`src/rtl/descrambler_pkg.sv`:
```
// Shared types and symbol constants for the receive descrambler sequencer.
// Block-state encoding is visible on the blk_state debug port.
package descrambler_pkg;

  typedef enum logic [2:0] {
    BLK_IDLE  = 3'd0,
    BLK_DATA  = 3'd1,
    BLK_OS    = 3'd2,
    BLK_SKP   = 3'd3,
    BLK_EIEOS = 3'd4
  } blk_state_t;

  localparam logic [7:0] COM_SYM   = 8'hBC;
  localparam logic [7:0] SKP_K_SYM = 8'h1C;
  localparam logic [7:0] SKP_OS_ID = 8'hAA;
  localparam logic [7:0] EIEOS_ID  = 8'h00;

  localparam logic [1:0] SYNC_DATA = 2'b01;
  localparam logic [1:0] SYNC_OS   = 2'b10;

endpackage

```
`src/rtl/descrambler_sequencer_sym_classifier.sv`:
```
// Per-byte symbol decode: 8b/10b COM / SKP K-codes and the ordered-set
// type a byte would select if it were symbol 0 of a 128b/130b block.
module sym_classifier
  import descrambler_pkg::*;
(
  input  logic [7:0]  sym,
  input  logic        k,
  output logic        is_com,
  output logic        is_skp_k,
  output blk_state_t  os_kind
);

  always_comb begin
    is_com   = k && (sym == COM_SYM);
    is_skp_k = k && (sym == SKP_K_SYM);
    if (sym == SKP_OS_ID)     os_kind = BLK_SKP;
    else if (sym == EIEOS_ID) os_kind = BLK_EIEOS;
    else                      os_kind = BLK_OS;
  end

endmodule

```
`src/rtl/descrambler_sequencer.sv`:
```
// Per-lane receive descrambler control: derives LFSR advance, descramble
// enable and LFSR reload from 8b/10b K context or 128b/130b block framing.
module descrambler_sequencer
  import descrambler_pkg::*;
#(
  parameter int MAX_BYTES = 4,
  parameter int ERR_CNT_W = 8
) (
  input  logic                   clk,
  input  logic                   reset,
  input  logic [2:0]             gen,
  input  logic [5:0]             pipe_width,
  input  logic                   data_valid,
  input  logic                   start_block,
  input  logic [1:0]             sync_header,
  input  logic [8*MAX_BYTES-1:0] data,
  input  logic [MAX_BYTES-1:0]   datak,
  output logic [MAX_BYTES-1:0]   advance,
  output logic [MAX_BYTES-1:0]   desc_en,
  output logic                   lfsr_reset,
  output blk_state_t             blk_state,
  output logic [3:0]             sym_cnt,
  output logic                   frame_err,
  output logic [ERR_CNT_W-1:0]   err_cnt
);

  // Handshake: data_valid qualifies a beat; there is no backpressure, so
  // every valid beat is consumed in the cycle it is presented.

  blk_state_t           state_q, state_d, eff_state, hdr_kind;
  logic [3:0]           sym_q, sym_d, eff_sym, n_bytes;
  logic [2:0]           gen_q;
  logic [MAX_BYTES-1:0] lane_mask, is_com, is_skp_k;
  logic                 mode130, gen_change, fixed_blk, hdr_ok, err_det;
  blk_state_t           os_kind [MAX_BYTES];

  for (genvar i = 0; i < MAX_BYTES; i++) begin : g_lane
    sym_classifier u_cls (
      .sym      (data[8*i +: 8]),
      .k        (datak[i]),
      .is_com   (is_com[i]),
      .is_skp_k (is_skp_k[i]),
      .os_kind  (os_kind[i])
    );
  end

  always_comb begin
    case (pipe_width)
      6'd8:    n_bytes = 4'd1;
      6'd16:   n_bytes = 4'd2;
      default: n_bytes = 4'(MAX_BYTES);
    endcase
    for (int i = 0; i < MAX_BYTES; i++) lane_mask[i] = (4'(i) < n_bytes);
  end

  // Effective block context for the current beat: a start_block beat is
  // decoded as symbol 0 of the new block with zero latency; a finished
  // fixed-length block or a gen change falls back to IDLE.
  always_comb begin
    mode130    = (gen >= 3'd3);
    gen_change = (gen != gen_q);
    fixed_blk  = (state_q == BLK_DATA) || (state_q == BLK_OS) || (state_q == BLK_EIEOS);
    hdr_ok     = (sync_header == SYNC_DATA) || (sync_header == SYNC_OS);
    hdr_kind   = (sync_header == SYNC_DATA) ? BLK_DATA : os_kind[0];
    eff_state  = BLK_IDLE;
    eff_sym    = 4'd0;
    err_det    = 1'b0;
    if (data_valid && mode130) begin
      if (start_block) begin
        eff_state = hdr_ok ? hdr_kind : BLK_IDLE;
        err_det   = !hdr_ok || (fixed_blk && (sym_q != 4'd0) && !gen_change);
      end else if (!gen_change && !(fixed_blk && (sym_q == 4'd0))) begin
        eff_state = state_q;
        eff_sym   = sym_q;
      end
    end
    state_d = eff_state;
    sym_d   = (eff_state == BLK_IDLE) ? 4'd0 : eff_sym + n_bytes;
  end

  always_comb begin
    advance    = '0;
    desc_en    = '0;
    lfsr_reset = 1'b0;
    if (data_valid) begin
      if (!mode130) begin
        advance    = lane_mask & ~is_skp_k;
        desc_en    = lane_mask & ~datak;
        lfsr_reset = |(lane_mask & is_com);
      end else begin
        case (eff_state)
          BLK_DATA: begin
            advance = lane_mask;
            desc_en = lane_mask;
          end
          BLK_OS: begin
            advance = lane_mask;
            desc_en = lane_mask & ~{{(MAX_BYTES-1){1'b0}}, (eff_sym == 4'd0)};
          end
          BLK_EIEOS: lfsr_reset = ({1'b0, eff_sym} + {1'b0, n_bytes}) >= 5'd16;
          default: ;
        endcase
      end
    end
  end

  always_ff @(posedge clk or negedge reset) begin
    if (!reset) begin
      state_q   <= BLK_IDLE;
      sym_q     <= 4'd0;
      gen_q     <= 3'd0;
      frame_err <= 1'b0;
      err_cnt   <= '0;
    end else begin
      frame_err <= err_det;
      if (data_valid) begin
        state_q <= state_d;
        sym_q   <= sym_d;
        gen_q   <= gen;
        if (err_det && (err_cnt != {ERR_CNT_W{1'b1}})) err_cnt <= err_cnt + 1'b1;
      end
    end
  end

  assign blk_state = state_q;
  assign sym_cnt   = sym_q;

endmodule

```
`config.mk`:
```
export PLATFORM = sky130hd
export DESIGN_NAME = descrambler_sequencer
export DESIGN_NICKNAME = d
export VERILOG_FILES = /design/src/rtl/descrambler_pkg.sv /design/src/rtl/descrambler_sequencer_sym_classifier.sv /design/src/rtl/descrambler_sequencer.sv
export SDC_FILE = /design/constraint.sdc
export NUM_CORES = 1
export LEC_CHECK = 0
export BUFFER_PORTS_ARGS = -buffer_cell sky130_fd_sc_hd__buf_2
export CORE_UTILIZATION = 30
export DETAILED_ROUTE_END_ITERATION = 8
export HOLD_SLACK_MARGIN = 0.15
export REMOVE_ABC_BUFFERS = 1
export SETUP_SLACK_MARGIN = 0.05
export SLEW_MARGIN = 20
export SYNTH_ARGS = -nofsm -noshare
export SYNTH_HDL_FRONTEND = slang
export SYNTH_SLANG_ARGS = --single-unit
```
`constraint.sdc`:
```
create_clock -name clk -period 2.7 [get_ports clk]
set_clock_uncertainty 0.1 [all_clocks]
set_input_delay 0.135 -clock clk [delete_from_list [all_inputs] [get_ports clk]]
set_output_delay 0.135 -clock clk [all_outputs]
set_load 0.005 [all_outputs]
```
-- Word level (Yosys, flattened, before mapping)
Cells that the tools add are included.
- register bits: 19
- input port bits: 51
- output and inout port bits: 25
- word-level logic and storage cells: 94
- add/subtract/negate cells: 3
- magnitude comparators: 6
- equality and inequality tests: 21
- multiplexer cells: 23
- bitwise operators: 7
- reduce and logical (&&, ||, !) cells: 29
- operator list (operator ; count):
    == test 8 bit, second input constant ; 5
    two-way mux 4 bit ; 9
    == test 8 x 5 -> 1 bit, second input constant ; 4
    two-way mux 3 bit ; 7
    bitwise AND 4 bit ; 4
    logical AND 1 bit ; 14
    adder 8 x 1 -> 8 bit, second input constant ; 1
    logical NOT 4 bit ; 2
    logical NOT 8 bit ; 1
    < comparator 1 x 4 -> 1 bit, first input constant ; 2
    < comparator 2 x 4 -> 1 bit, first input constant ; 2
    != test 8 bit, second input constant ; 1
    inverter 4 bit ; 2
    one-hot mux 4 bit (2 select lines) ; 1
    == test 3 x 1 -> 1 bit, second input constant ; 2
    == test 3 x 2 -> 1 bit, second input constant ; 2
    == test 3 bit, second input constant ; 2
    == test 6 x 4 -> 1 bit, second input constant ; 1
    == test 6 x 5 -> 1 bit, second input constant ; 1
    one-hot mux 3 bit (2 select lines) ; 1
    adder 4 x 4 -> 5 bit ; 1
    >= comparator 5 bit, second input constant ; 1
    two-way mux 1 bit ; 5
    adder 4 bit ; 1
    other kinds (12) ; 17

-- Depth between registers and ports, before layout
Gate-level depths: netlist (run 1).
- depth after elaboration: 15
- mapped depth: 10

-- Modules after synthesis
From an unflattened synthesis (run 1), not the netlist that was laid out.
- cells, all modules: 203
- area total of the unflattened synthesis: 1841.8 µm²
- by module, submodules not included (module ; instances ; cells each ; area each (µm²)):
    descrambler_sequencer ; 1 ; 159 ; 1506.4
    sym_classifier ; 4 ; 11 ; 83.8

-- Least setup slack after synthesis (run 1)
OpenSTA, ideal clock, no wires.
- path kind: reg-to-output
- start: reg sym_q[0] (netlist: sym_cnt[0])
- end: out lfsr_reset
- arrival time: 2462 ps
- slack: 3 ps
- cell stages (with the launch flop): 10
- buffers on the path: 0
- cell sequence: dfrtp_1 or4_1 a211oi_1 nor3_1 and2_1 ha_1 fa_1 a21o_1 nand3_1 o32ai_1
- cells in the longest elaborated chain, start to end: 12
- ends and longest elaborated chain (what ; RTL line ; RTL):
    from (decl) ; descrambler_sequencer.sv:31 ; logic [3:0] sym_q, sym_d, eff_sym, n_bytes;
    from (signal assigned) ; descrambler_sequencer.sv:118 ; sym_q <= sym_d;
    logical NOT 4 bit ; descrambler_sequencer.sv:72 ; end else if (!gen_change && !(fixed_blk && (sym_q == 4'd0))) begin
    logical AND 1 bit ; descrambler_sequencer.sv:72 ;
    logical NOT 1 bit ; descrambler_sequencer.sv:72 ;
    logical AND 1 bit ; descrambler_sequencer.sv:72 ;
    two-way mux 4 bit ; descrambler_sequencer.sv:72 ;
    two-way mux 4 bit ; descrambler_sequencer.sv:69 ; if (start_block) begin
    two-way mux 4 bit ; descrambler_sequencer.sv:68 ; if (data_valid && mode130) begin
    adder 4 x 4 -> 5 bit ; descrambler_sequencer.sv:100 ; BLK_EIEOS: lfsr_reset = ({1'b0, eff_sym} + {1'b0, n_bytes}) >= 5'd16;
    >= comparator 5 bit ; descrambler_sequencer.sv:100 ;
    two-way mux 1 bit (*) ; descrambler_sequencer.sv:91 ; case (eff_state)
    two-way mux 1 bit (*) ; descrambler_sequencer.sv:86 ; if (!mode130) begin
    two-way mux 1 bit (*) ; descrambler_sequencer.sv:85 ; if (data_valid) begin
    to (decl) ; descrambler_sequencer.sv:20 ; output logic lfsr_reset,
Mark *: on every way between the ends. The rest lies on a longest branch, timed or not.

-- Worst setup path after layout (run 1)
- start: reg gen_q[1]
- end: out lfsr_reset
- cells in the longest elaborated chain, start to end: 11
- ends and longest elaborated chain (what ; RTL line ; RTL):
    from (decl) ; descrambler_sequencer.sv:32 ; logic [2:0] gen_q;
    from (signal assigned) ; descrambler_sequencer.sv:119 ; gen_q <= gen;
    != test 3 bit (*) ; descrambler_sequencer.sv:61 ; gen_change = (gen != gen_q);
    logical NOT 1 bit (*) ; descrambler_sequencer.sv:72 ;
    logical AND 1 bit (*) ; descrambler_sequencer.sv:72 ;
    two-way mux 4 bit ; descrambler_sequencer.sv:72 ;
    two-way mux 4 bit ; descrambler_sequencer.sv:69 ;
    two-way mux 4 bit ; descrambler_sequencer.sv:68 ;
    adder 4 x 4 -> 5 bit ; descrambler_sequencer.sv:100 ;
    >= comparator 5 bit ; descrambler_sequencer.sv:100 ;
    two-way mux 1 bit (*) ; descrambler_sequencer.sv:91 ;
    two-way mux 1 bit (*) ; descrambler_sequencer.sv:86 ;
    two-way mux 1 bit (*) ; descrambler_sequencer.sv:85 ;
Marks and branches as above.

==> impl_summary.md, run 1 <==
Status
The run finished, with violations left. The final reports fail on setup timing.

Worst setup path
The required time at the endpoint of the critical path is 2.47 ns. The data arrival time of the critical path is 2.71 ns. The type of the worst setup path is register to primary output.

The largest fanout on the critical path is 3. The sort of element at the end of the critical path is a primary output. The kind of start point of the critical path is a register.

Timing
The number of slew-limit violations in the final report was 0. For the pin with the worst max-slew slack, the measured transition is 0.441 ns. In the final timing run, aggregate negative setup slack is -0.768 ns. The maximum operating frequency is 339 MHz. The final count of hold timing violations is 0. Once routing completed, OpenROAD measured the worst setup slack at -0.249 ns. The post-route clock period utilization is 1.09. The setup-violating endpoint count in the final report is 9.

Setup repair after global routing could not meet its margin everywhere. The worst slew slack as a fraction of its limit is 0.706. Subtracting the final worst setup slack from the clock period gives 2.95 ns.

Pwr
The total power is 0.851 mW. The leakage power figure is 1.15 nW. Power spread over the standard cell area amounts to 368 mW/mm^2. IR analysis of the VDD net gives a maximum drop of 167 uV.

Yosys
The xor and xnor area share after synthesis is 0.0830. The number of flip-flops and latches in the synthesized netlist is 19. The complex-gate fraction of the synthesized area was 0.180. Counting flops with a built-in enable in the synthesized netlist gives 0.

During synthesis, Yosys emitted a total of 0 warnings. By area, the combinational part of the netlist is dominated by simple AND/OR/NAND/NOR gates. The number of instances in the synthesized netlist is 162.

The area share of and/or/nand/nor cells after synthesis is 0.286. The async set-or-reset flop fraction in the synthesized netlist is 1.00. The sequential fraction of the synthesis area is 0.322. The cell area after synthesis is 0.00148 mm^2. The post-synthesis cell type count is 43. Of the total synthesized cell area, the portion taken by full adders, half adders and majority gates is 0.0728. The post-synthesis area per instance is 9.12 um^2.

The multiplexer share of the synthesized area is 0.0381. For this run, the leading register cell type out of synthesis is sky130_fd_sc_hd__dfrtp_1.

Cells and area
After routing the design area is 0.00231 mm^2. The fraction of the core area covered by cells at the end of the flow is 0.490. The proportion of layout cells with a drive suffix above 1 is 0.477.

The synthesis-to-finish area growth is 56.6%. The count of inserted antenna diode cells is 0. The number of nets in the layout is 326.

Global routing
The total overflow left after global routing is 0. The number of global-route vias before repair was 1503. Entering global routing, the biggest net connects 20 pins.

The initial antenna violation count is 0. The wire length of the first global-routing pass is 6670 um. For this run, the total global-route usage over all layers was measured as 0.162.

Floorplan
Pin placement for this block handled 76 I/O pins. The initial utilization of the core area, before any placement, comes to 0.313. The chip height is 72.2 um. The floorplan step defined a core boundary enclosing 0.00472 mm^2. The floorplan step set the die width to 72.2 um. The floorplan has 25 rows. The area of the die is 0.00521 mm^2.

Drt
After detailed routing, the number of vias per cell comes to 4.98. The routed layout has 1658 vias. The detailed-routed wire length on met3 is 192 um. The sum of routed wire segments on met1 is 1820 um. The routed wirelength normalized by instance count is 12.3 um.

After detailed routing, the number of remaining DRC violations is 0. The routed design has 4110 um of wire. The highest layer used for signal routing is met4. Detailed routing placed a total of 2020 um of wire on met2. For this run, the detailed router's first-pass iteration total came to 4.

The count of nets left with antenna violations once routing finished came out at 0. The detailed router finished its first iteration with 86 violations.

CTS
The number of buffers on the longest clock path is 2. The clock tree root buffer cell is sky130_fd_sc_hd__clkbuf_8. TritonCTS built the clock tree. The H-tree level count is 1. The clock reaches the later pin of the worst-skew pair after 0.26 ns. Clock-pin slew was measured on the worst setup and hold paths at 0.07 ns. The clock sink total is 19. The number of buffers created by CTS is 3.

Place
Detailed placement ended at an HPWL of 3220 um. Summing all placed instances gives a cell area of 0.00206 mm^2. Port buffering added 75 buffers. Before CTS, the worst setup slack after placement is -0.141 ns. The final weighted congestion in routability-driven placement is 0.754.

Job
The number of max-capacitance violations reported is 0.

Worst hold path
The path class of the tightest hold or removal check is input pin to register.
[cells in the mapped netlist, types with 3 or more instances]
master / instances / share of area
sky130_fd_sc_hd__a21o_1: 3 / 0.015
sky130_fd_sc_hd__a21oi_1: 7 / 0.024
sky130_fd_sc_hd__a22o_1: 3 / 0.018
sky130_fd_sc_hd__and2_1: 4 / 0.017
sky130_fd_sc_hd__and4b_1: 4 / 0.027
sky130_fd_sc_hd__dfrtp_1: 19 / 0.32
sky130_fd_sc_hd__ha_1: 7 / 0.059
sky130_fd_sc_hd__inv_1: 4 / 0.010
sky130_fd_sc_hd__mux2_2: 5 / 0.038
sky130_fd_sc_hd__nand2_1: 11 / 0.028
sky130_fd_sc_hd__nand2b_1: 3 / 0.013
sky130_fd_sc_hd__nand3_1: 6 / 0.020
sky130_fd_sc_hd__nand4_1: 5 / 0.021
sky130_fd_sc_hd__nor2_1: 10 / 0.025
sky130_fd_sc_hd__nor3_1: 7 / 0.024
sky130_fd_sc_hd__nor4_1: 5 / 0.021
sky130_fd_sc_hd__o21ai_0: 4 / 0.014
sky130_fd_sc_hd__o2bb2ai_1: 3 / 0.018
sky130_fd_sc_hd__o31ai_1: 4 / 0.020
sky130_fd_sc_hd__or3_1: 4 / 0.017
sky130_fd_sc_hd__or4_1: 3 / 0.015
sky130_fd_sc_hd__xnor2_1: 8 / 0.047
sky130_fd_sc_hd__xor2_1: 6 / 0.036
[timing repair]
action / 4_1_cts / 5_1_grt
setup buffers: 3 / 3
resized for setup: 16 / 13
gates cloned: 0 / 0
hold buffers: 5 / 0
pin swaps: 7 / 14
endpoints found under the hold margin: 23 / 0
endpoints found under the setup margin: 12 / 12
[report_power, final]
part	switching, mW	internal, mW
Combinational	0.130	0.158
Clock	0.0902	0.105
Sequential	0.0442	0.323
[final cells by class]
type | instances | area, um^2
Clock buffer | 4 | 45.0
Sequential cell | 19 | 475
Inverter | 5 | 18.8
Multi-Input combinational cell | 136 | 1090
Timing Repair Buffer | 102 | 598
Fill cell | 446 | 2410
Tap cell | 67 | 83.8
[metrics by stage]
stage	std cells	hold slack, ns
6_report	333	0.180
3_5_place_dp	319	-0.00498
5_1_grt	333	0.201
2_1_floorplan	160	-0.261
4_1_cts	331	0.154
3_3_place_gp	319	-0.00516
[per-layer routing]
layer  global-route usage  up-vias
met3               0.0333        9
li1                     -      825
met5                    0        -
met1                0.212      783
met4               0.0458        0
met2                0.269       41
[critical path, cell delays in order, from the launching register on]
cell	delay (ns)
sky130_fd_sc_hd__dfrtp_1	0.40
sky130_fd_sc_hd__xor2_2	0.15
sky130_fd_sc_hd__or4_4	0.56
sky130_fd_sc_hd__nor3_4	0.23
sky130_fd_sc_hd__and2_4	0.18
sky130_fd_sc_hd__ha_4	0.14
sky130_fd_sc_hd__fa_2	0.21
sky130_fd_sc_hd__a21o_1	0.13
sky130_fd_sc_hd__nand3_2	0.06
sky130_fd_sc_hd__o32ai_2	0.24
sky130_fd_sc_hd__buf_2	0.15
[path summary, 6_finish.rpt]
kind	start	endpoint	slack, ns	cells after the start
worst max-delay path	gen_q[1]$_DFFE_PN0P_	lfsr_reset	-0.25	10
worst min-delay path	gen[1]	gen_q[1]$_DFFE_PN0P_	0.18	3
worst max register to register	sym_cnt[3]$_DFFE_PN0P_	sym_cnt[2]$_DFFE_PN0P_	-0.04	10
worst min register to register	err_cnt[5]$_DFFE_PN0P_	err_cnt[5]$_DFFE_PN0P_	0.39	1
max in group asynchronous	reset	err_cnt[0]$_DFFE_PN0P_	1.94	2
min in group asynchronous	reset	err_cnt[1]$_DFFE_PN0P_	0.25	2
[cell families after synthesis]
family | Yosys count
mux | 5
buf+inv | 7
flops | 19
simple gates | 72
fa+ha+maj | 8
compound gates | 37
xor+xnor | 14
[cell usage in the layout, fill, tap and decap left out, types with 2 or more instances in the layout]
master,n
sky130_fd_sc_hd__o2bb2ai_1,2
sky130_fd_sc_hd__ha_4,2
sky130_fd_sc_hd__mux2_2,5
sky130_fd_sc_hd__or4_4,2
sky130_fd_sc_hd__nand3_1,5
sky130_fd_sc_hd__inv_1,4
sky130_fd_sc_hd__nor4b_1,2
sky130_fd_sc_hd__buf_2,75
sky130_fd_sc_hd__nand2b_1,3
sky130_fd_sc_hd__a21o_1,3
sky130_fd_sc_hd__a21boi_1,2
sky130_fd_sc_hd__nor3_1,6
sky130_fd_sc_hd__and3_1,2
sky130_fd_sc_hd__dlygate4sd3_1,5
sky130_fd_sc_hd__nor2_1,10
sky130_fd_sc_hd__clkbuf_8,3
sky130_fd_sc_hd__and4b_1,4
sky130_fd_sc_hd__o21a_1,2
sky130_fd_sc_hd__o31ai_1,4
sky130_fd_sc_hd__nand2_1,10
sky130_fd_sc_hd__a21oi_1,2
sky130_fd_sc_hd__nand4_1,5
sky130_fd_sc_hd__nand3b_1,2
sky130_fd_sc_hd__a21oi_2,5
sky130_fd_sc_hd__xor2_1,5
sky130_fd_sc_hd__a22o_1,3
sky130_fd_sc_hd__xnor2_1,8
sky130_fd_sc_hd__buf_4,20
sky130_fd_sc_hd__o21ai_0,3
sky130_fd_sc_hd__or3_1,4
sky130_fd_sc_hd__dfrtp_1,19
sky130_fd_sc_hd__ha_1,5
sky130_fd_sc_hd__buf_6,2
sky130_fd_sc_hd__nor4_1,5
sky130_fd_sc_hd__and2_1,3
[sequential cells by signal, indices dropped and copies added, names as in the netlist]
signal,cells
frame_err,1
err_cnt,8
gen_q,3
sym_cnt,4
blk_state,3
No activity file was read; power rests on OpenSTA's default activity.
==> inputs of run 2 (changes only) <==
==> constraint.sdc (replaced) <==
create_clock -name clk -period 3 [get_ports clk]
set_clock_uncertainty 0.1 [all_clocks]
set_input_delay 0.15 -clock clk [delete_from_list [all_inputs] [get_ports clk]]
set_output_delay 0.15 -clock clk [all_outputs]
set_load 0.005 [all_outputs]
==> impl_summary.md, run 2 (synthesis results as in run 1) <==
Status
The run finished with clean final reports.

Timing
Setup slack on the critical path of the routed design comes to 0.0478 ns. The post-route clock period utilization is 0.984. After routing, the total negative slack on setup checks comes to 0 ns. The worst slew slack as a fraction of its limit is 0.681.

The final count of hold timing violations came to 0. The post-route minimum period is 2.95 ns. The number of slew-limit violations in the final report is 0. Setup repair after global routing could not meet its margin everywhere. Setup violations remaining at the end of the flow were counted as 0. At the pin with the least slew margin, the transition time is 0.474 ns. The maximum operating frequency is 339 MHz.

Global routing
Entering global routing, the biggest net connects 20 pins. Across every metal layer, demand over resource in global routing totals 0.156. The wire length of the first global-routing pass is 6340 um. The global-route congestion overflow total is 0.

The initial antenna violation count came to 0. The number of global-route vias before repair is 1392.

Drt
The number of vias after detailed routing is 1561. In the routed design, unresolved DRC markers number 0. The average via count per standard cell is 4.88. The routed design has 4020 um of wire. The first routing iteration left 70 violations. The count of nets left with antenna violations once routing finished came out at 0.

The routed wirelength normalized by instance count is 12.6 um. Before antenna repair, the detailed router went through 4 iterations.

Floorplan
The placeable core region is 0.00472 mm^2. In this run the core area contains 25 standard-cell rows. In this run the count of I/O pins placed on the die edge is 76.

The floorplan step set the die width to 72.2 um. The floorplan step defined a die boundary enclosing 0.00521 mm^2. In this run the vertical extent of the chip is 72.2 um. The effective utilization at floorplan is 0.313.

Cells and area
The number of nets in the layout is 313. The count of inserted antenna diode cells is 0. The proportion of layout cells with a drive suffix above 1 is 0.427. The library cells used most frequently in the layout, excluding fill and tap cells, are 75 x sky130_fd_sc_hd__buf_2, 19 x sky130_fd_sc_hd__dfrtp_1, 10 x sky130_fd_sc_hd__nor2_1, 10 x sky130_fd_sc_hd__nand2_1, 8 x sky130_fd_sc_hd__xnor2_1. The most common library cell in the layout ignoring fill and taps is sky130_fd_sc_hd__buf_2. Relative to the synthesized area, the layout overhead comes to 48.1%. The register with the most flip-flops in the layout has 8 of them. The top register by number of flip-flops is err_cnt.

Worst hold path
The worst hold path belongs to the class input pin to register. The hold-critical path depth is 3.

Worst setup path
The required time at the endpoint of the critical path is 2.75 ns. Of all nets on the critical path, the largest fanout is 2. The critical path in this run is classified as register to primary output.

The worst reg-to-reg path cell count is 11. STA classifies the critical path startpoint as a register. The sort of element at the end of the critical path is a primary output. Data on the critical path arrives at its endpoint at 2.70 ns.

CTS
The clock passes through at most 2 buffers. The clock sink total is 19. CTS built an H-tree with a depth of 1. The clock tree from TritonCTS is yes. The latest clock arrival within the worst-skew pair is 0.26 ns. The clock-pin slew on the worst setup and hold paths is 0.07 ns. The tree is rooted in a sky130_fd_sc_hd__clkbuf_8. The number of clock buffers added by TritonCTS is 3.

Pwr
In this run the power density over the cells is 342 mW/mm^2. The worst-case IR drop observed on VDD is 182 uV. The leakage power figure is 1.07 nW.

Place
Before CTS, the worst setup slack after placement is 0.119 ns. The placed wire-length estimate is 3120 um. The final weighted congestion in routability-driven placement is 0.857. The total of buffers placed on input and output ports is 75.

Job
The number of max-capacitance violations reported is 0.
-- run 2: cell types whose count changed in the layout (fill, tap and decap cells not counted), moves of 2 or more --
cell                      previous run  this run
sky130_fd_sc_hd__a21oi_2             5         0
sky130_fd_sc_hd__and2_4              1         3
sky130_fd_sc_hd__a21oi_1             2         7
sky130_fd_sc_hd__buf_4              20         7
sky130_fd_sc_hd__and2_1              3         1
-- run 2: cell type report --
class / count / area [um^2]
Inverter: 5 / 18.8
Multi-Input combinational cell: 136 / 1060
Timing Repair Buffer: 89 / 499
Sequential cell: 19 / 475
Clock inverter: 1 / 5.00
Tap cell: 67 / 83.8
Fill cell: 465 / 2530
Clock buffer: 3 / 41.3
-- run 2: critical path, stage by stage, from the launching register on --
cell	delay, ns
sky130_fd_sc_hd__dfrtp_1	0.38
sky130_fd_sc_hd__or4_4	0.56
sky130_fd_sc_hd__a211oi_4	0.25
sky130_fd_sc_hd__nor3_4	0.08
sky130_fd_sc_hd__and2_4	0.17
sky130_fd_sc_hd__ha_4	0.16
sky130_fd_sc_hd__fa_2	0.36
sky130_fd_sc_hd__a21o_1	0.18
sky130_fd_sc_hd__nand3_2	0.07
sky130_fd_sc_hd__o32ai_2	0.08
sky130_fd_sc_hd__buf_2	0.14
-- run 2: path summary, 6_finish.rpt --
kind	start	end	slack [ns]
hold / removal	data[3]	blk_state[1]$_DFFE_PN0P_	0.19
setup reg to reg	sym_cnt[0]$_DFFE_PN0P_	sym_cnt[3]$_DFFE_PN0P_	0.27
setup / recovery	sym_cnt[0]$_DFFE_PN0P_	lfsr_reset	0.05
hold reg to reg	err_cnt[6]$_DFFE_PN0P_	err_cnt[6]$_DFFE_PN0P_	0.38
min in group asynchronous	reset	blk_state[2]$_DFFE_PN0P_	0.25
max in group asynchronous	reset	err_cnt[1]$_DFFE_PN0P_	2.26
-- run 2: where the power goes --
part	internal [mW]	switching (mW)	total, mW
clock	0.0926	0.0894	0.182
combinational	0.125	0.110	0.235
sequential	0.291	0.0401	0.331
total	0.508	0.240	0.748
-- run 2: per-layer routing --
metal  track usage  part of all wire  up-vias
li1              -                 -      799
met1         0.201              0.47      726
met2         0.253              0.48       29
met3        0.0306             0.030        7
met4        0.0719             0.021        0
met5             0                 0        -
-- run 2: timing repair --
action | in CTS | in global routing
hold endpoints to repair | 24 | 0
pin swaps | 3 | 1
setup buffers | 4 | 1
gates resized for setup | 7 | 12
gates cloned | 0 | 0
setup endpoints to repair | 1 | 5
hold buffers | 6 | 0
-- run 2: metrics by stage --
| stage | instances | power (mW) | utilization | hold WS [ns] | instance area [um^2] |
|---|---|---|---|---|---|
| after floorplan | 160 | 0.436 | - | -0.246 | 1470 |
| after global placement | 305 | 0.546 | 0.413 | 0.0150 | 1950 |
| after detailed placement | 305 | 0.549 | 0.413 | 0.0148 | 1950 |
| after CTS | 319 | 0.743 | 0.450 | 0.190 | 2120 |
| after global routing | 320 | 0.799 | 0.463 | 0.203 | 2190 |
| final | 320 | 0.748 | 0.463 | 0.194 | 2190 |
==> inputs of run 3 (changes only) <==
--- a/config.mk
+++ b/config.mk
@@ -9,6 +9,7 @@
 export CORE_UTILIZATION = 30
 export DETAILED_ROUTE_END_ITERATION = 8
 export HOLD_SLACK_MARGIN = 0.15
+export RECOVER_POWER = 100
 export REMOVE_ABC_BUFFERS = 1
 export SETUP_SLACK_MARGIN = 0.05
 export SLEW_MARGIN = 20
==> impl_summary.md, run 3 (synthesis results as in run 1) <==
Drt
The DRC marker count from the first detailed-route iteration is 78. In this run the remaining antenna-violating nets after routing total 0. The first detailed-routing pass took 4 iterations. The average via count per standard cell is 4.91. The routed wire length is 4030 um.

The remaining routing DRC violations is 0. Summing over every cut layer, the via total after detailed routing is 1570. After detailed routing, the average wire length per cell comes to 12.6 um.

Worst setup path
The path length in cells of the critical path is 10. The largest delay contributor family on the critical path is simple AND/OR/NAND/NOR gates. Traced cell by cell, the critical path runs through or4_4, a211oi_4, nor3_4, and2_4, ha_4, fa_2, a21o_1, nand3_2, o32ai_2, buf_2. The data arrival time of the critical path is 2.70 ns. Together, buffers and inverters on the worst path number 1. The biggest cell delay along the critical path is 0.56 ns. STA classifies the critical path startpoint as a register.

The required time at the endpoint of the critical path is 2.75 ns. The setup path with the least slack is of type register to primary output. The slowest stage of the critical path belongs to the cell sky130_fd_sc_hd__or4_4. The worst reg-to-reg path cell count is 11. STA classifies the critical path endpoint as a primary output. The largest fanout on the critical path is 2.

Pwr
The ratio of total power to cell area is 344 mW/mm^2. The highest ir drop seen on vdd is 182 uV. Summed over all cells, the static leakage comes to 1.05 nW. The total power is 0.748 mW.

Job
Across the run, the number of max-cap violations was 0.

Timing
The final worst-path setup slack is 0.0480 ns. Setup repair after global routing could not meet its margin everywhere. Of the available clock period, the critical path in the final layout requires 0.984. For this run, the top clock speed supported by timing is 339 MHz. The setup-violating endpoint count in the final report is 0. For the pin with the worst max-slew slack, the measured transition is 1.01 ns. The post-route minimum period is 2.95 ns. In this run the tightest slew margin relative to its limit is 0.330. The number of slew-limit violations in the final report came to 0.

The final count of hold timing violations is 0.

Cells and area
At the end of the flow, the number of nets in the layout was 313. The most common library cell in the layout ignoring fill and taps is sky130_fd_sc_hd__buf_2. The register with the most flip-flops in the layout has 8 of them.

The proportion of layout cells with a drive suffix above 1 is 0.407. Leaving out fill and tap cells, the most frequent cells in the layout are 72 x sky130_fd_sc_hd__buf_2, 19 x sky130_fd_sc_hd__dfrtp_1, 10 x sky130_fd_sc_hd__nor2_1, 10 x sky130_fd_sc_hd__nand2_1, 8 x sky130_fd_sc_hd__xnor2_1. The layout has 469 filler cells.

With fillers left out, the area of the finished cells amounts to 0.00218 mm^2. The top register by number of flip-flops is err_cnt. Compared with the post-synthesis result, the final layout area differs by 47.3%. 0 antenna diodes ended up in the layout. The area of the multi-input gates is 0.00106 mm^2. Measured on the finished design, the core utilization comes to 0.461. The total area of sequential cells is 475 um^2. The final non-filler cell total is 320.

Floorplan
The placeable core region is 0.00472 mm^2. The chip height is 72.2 um. Measured along the x axis, the die boundary spans 72.2 um.

The area of the die is 0.00521 mm^2. The effective utilization at floorplan is 0.313. The number of cell rows is 25. The number of top-level design ports is 76.

Worst hold path
The hold-critical path depth is 3. The worst hold path belongs to the class input pin to register.

CTS
In this run the deepest clock path goes through 2 buffers. The clock-pin slew on the worst setup and hold paths is 0.07 ns. For the worst-skew pair, the clock arrives at the later sink with an insertion delay of 0.26 ns. In this run the clock root is driven by a sky130_fd_sc_hd__clkbuf_8. The number of buffers created by CTS is 3. The clock net in this run drives a total of 19 sinks. TritonCTS built the clock tree. CTS built an H-tree with a depth of 1.

Global routing
The global-route congestion overflow total is 0. Entering global routing, the biggest net connects 20 pins. The number of global-route vias before repair is 1392. The wire length of the first global-routing pass is 6340 um. The initial antenna violation count is 0. The global router's overall resource usage is 0.156.

Place
Once placement completed, the tool counted placed cells totaling 305. Input and output buffers added on the ports amount to 75. The placed instances occupy a cell area of 0.00195 mm^2. Summed over all nets, the half-perimeter wirelength after detailed placement is 3120 um. The worst setup slack before clock tree synthesis is 0.119 ns.

At the end of routability-driven placement, the weighted congestion stood at 0.857.

Status
The flow ran to the end, and the final reports show no timing, DRC or antenna violations.
==> run 3: cell types whose count changed in the layout (fill, tap and decap cells not counted) <==
cell and delta:
sky130_fd_sc_hd__buf_2 -3, sky130_fd_sc_hd__buf_4 -2, sky130_fd_sc_hd__clkbuf_1 +5
==> run 3: power by group <==
part           total (mW)  leakage (nW)  switching (mW)  internal (mW)
sequential          0.331         0.251          0.0402          0.291
combinational       0.235         0.775           0.110          0.124
clock               0.182        0.0255          0.0895         0.0926
==> run 3: layer usage <==
metal / global-route usage / wire length [um] / vias to the layer above
met4: 0.0719 / 83 / 0
met2: 0.253 / 1930 / 35
met5: 0 / 0 / -
met3: 0.0306 / 147 / 7
li1: - / - / 799
met1: 0.201 / 1860 / 729
==> run 3: final timing paths <==
check,from,end,slack [ns]
setup / recovery,sym_cnt[0]$_DFFE_PN0P_,lfsr_reset,0.05
hold / removal,data[3],blk_state[1]$_DFFE_PN0P_,0.19
setup reg to reg,sym_cnt[0]$_DFFE_PN0P_,sym_cnt[3]$_DFFE_PN0P_,0.27
hold reg to reg,err_cnt[6]$_DFFE_PN0P_,err_cnt[6]$_DFFE_PN0P_,0.39
max in group asynchronous,reset,err_cnt[1]$_DFFE_PN0P_,1.72
min in group asynchronous,reset,blk_state[2]$_DFFE_PN0P_,0.47
==> run 3: repair_timing <==
item,CTS,global route
resized for setup,7,12
endpoints found under the hold margin,24,0
pin swaps,3,1
endpoints found under the setup margin,1,5
hold buffers,6,0
setup buffers,4,1
==> run 3: final cells by class <==
cell class,count,share of cell area
clock buffer,3,0.0190
clock inverter,1,0.00230
timing repair buffer,89,0.224
tap,67,0.0385
sequential,19,0.218
inverter,5,0.00862
multi-input combinational,136,0.489
==> run 3: worst reg2reg max path: cells and delay by family (launching register included) <==
family                   cells  cell delay [ns]
AND/OR/NAND/NOR              3             0.80
flip-flops                   1             0.38
adder cells (fa/ha/maj)      1             0.28
buffers and inverters        1             0.13
AO/OA/AOI/OAI                5             0.82
XOR/XNOR                     1             0.15
==> run 3: per-stage QoR <==
stage | hold WS, ns | setup TNS, ns
detailed placement | 0.0148 | 0
global placement | 0.0150 | 0
floorplan | -0.246 | 0
CTS | 0.190 | 0
global route | 0.203 | -0.0463
finish | 0.194 | 0
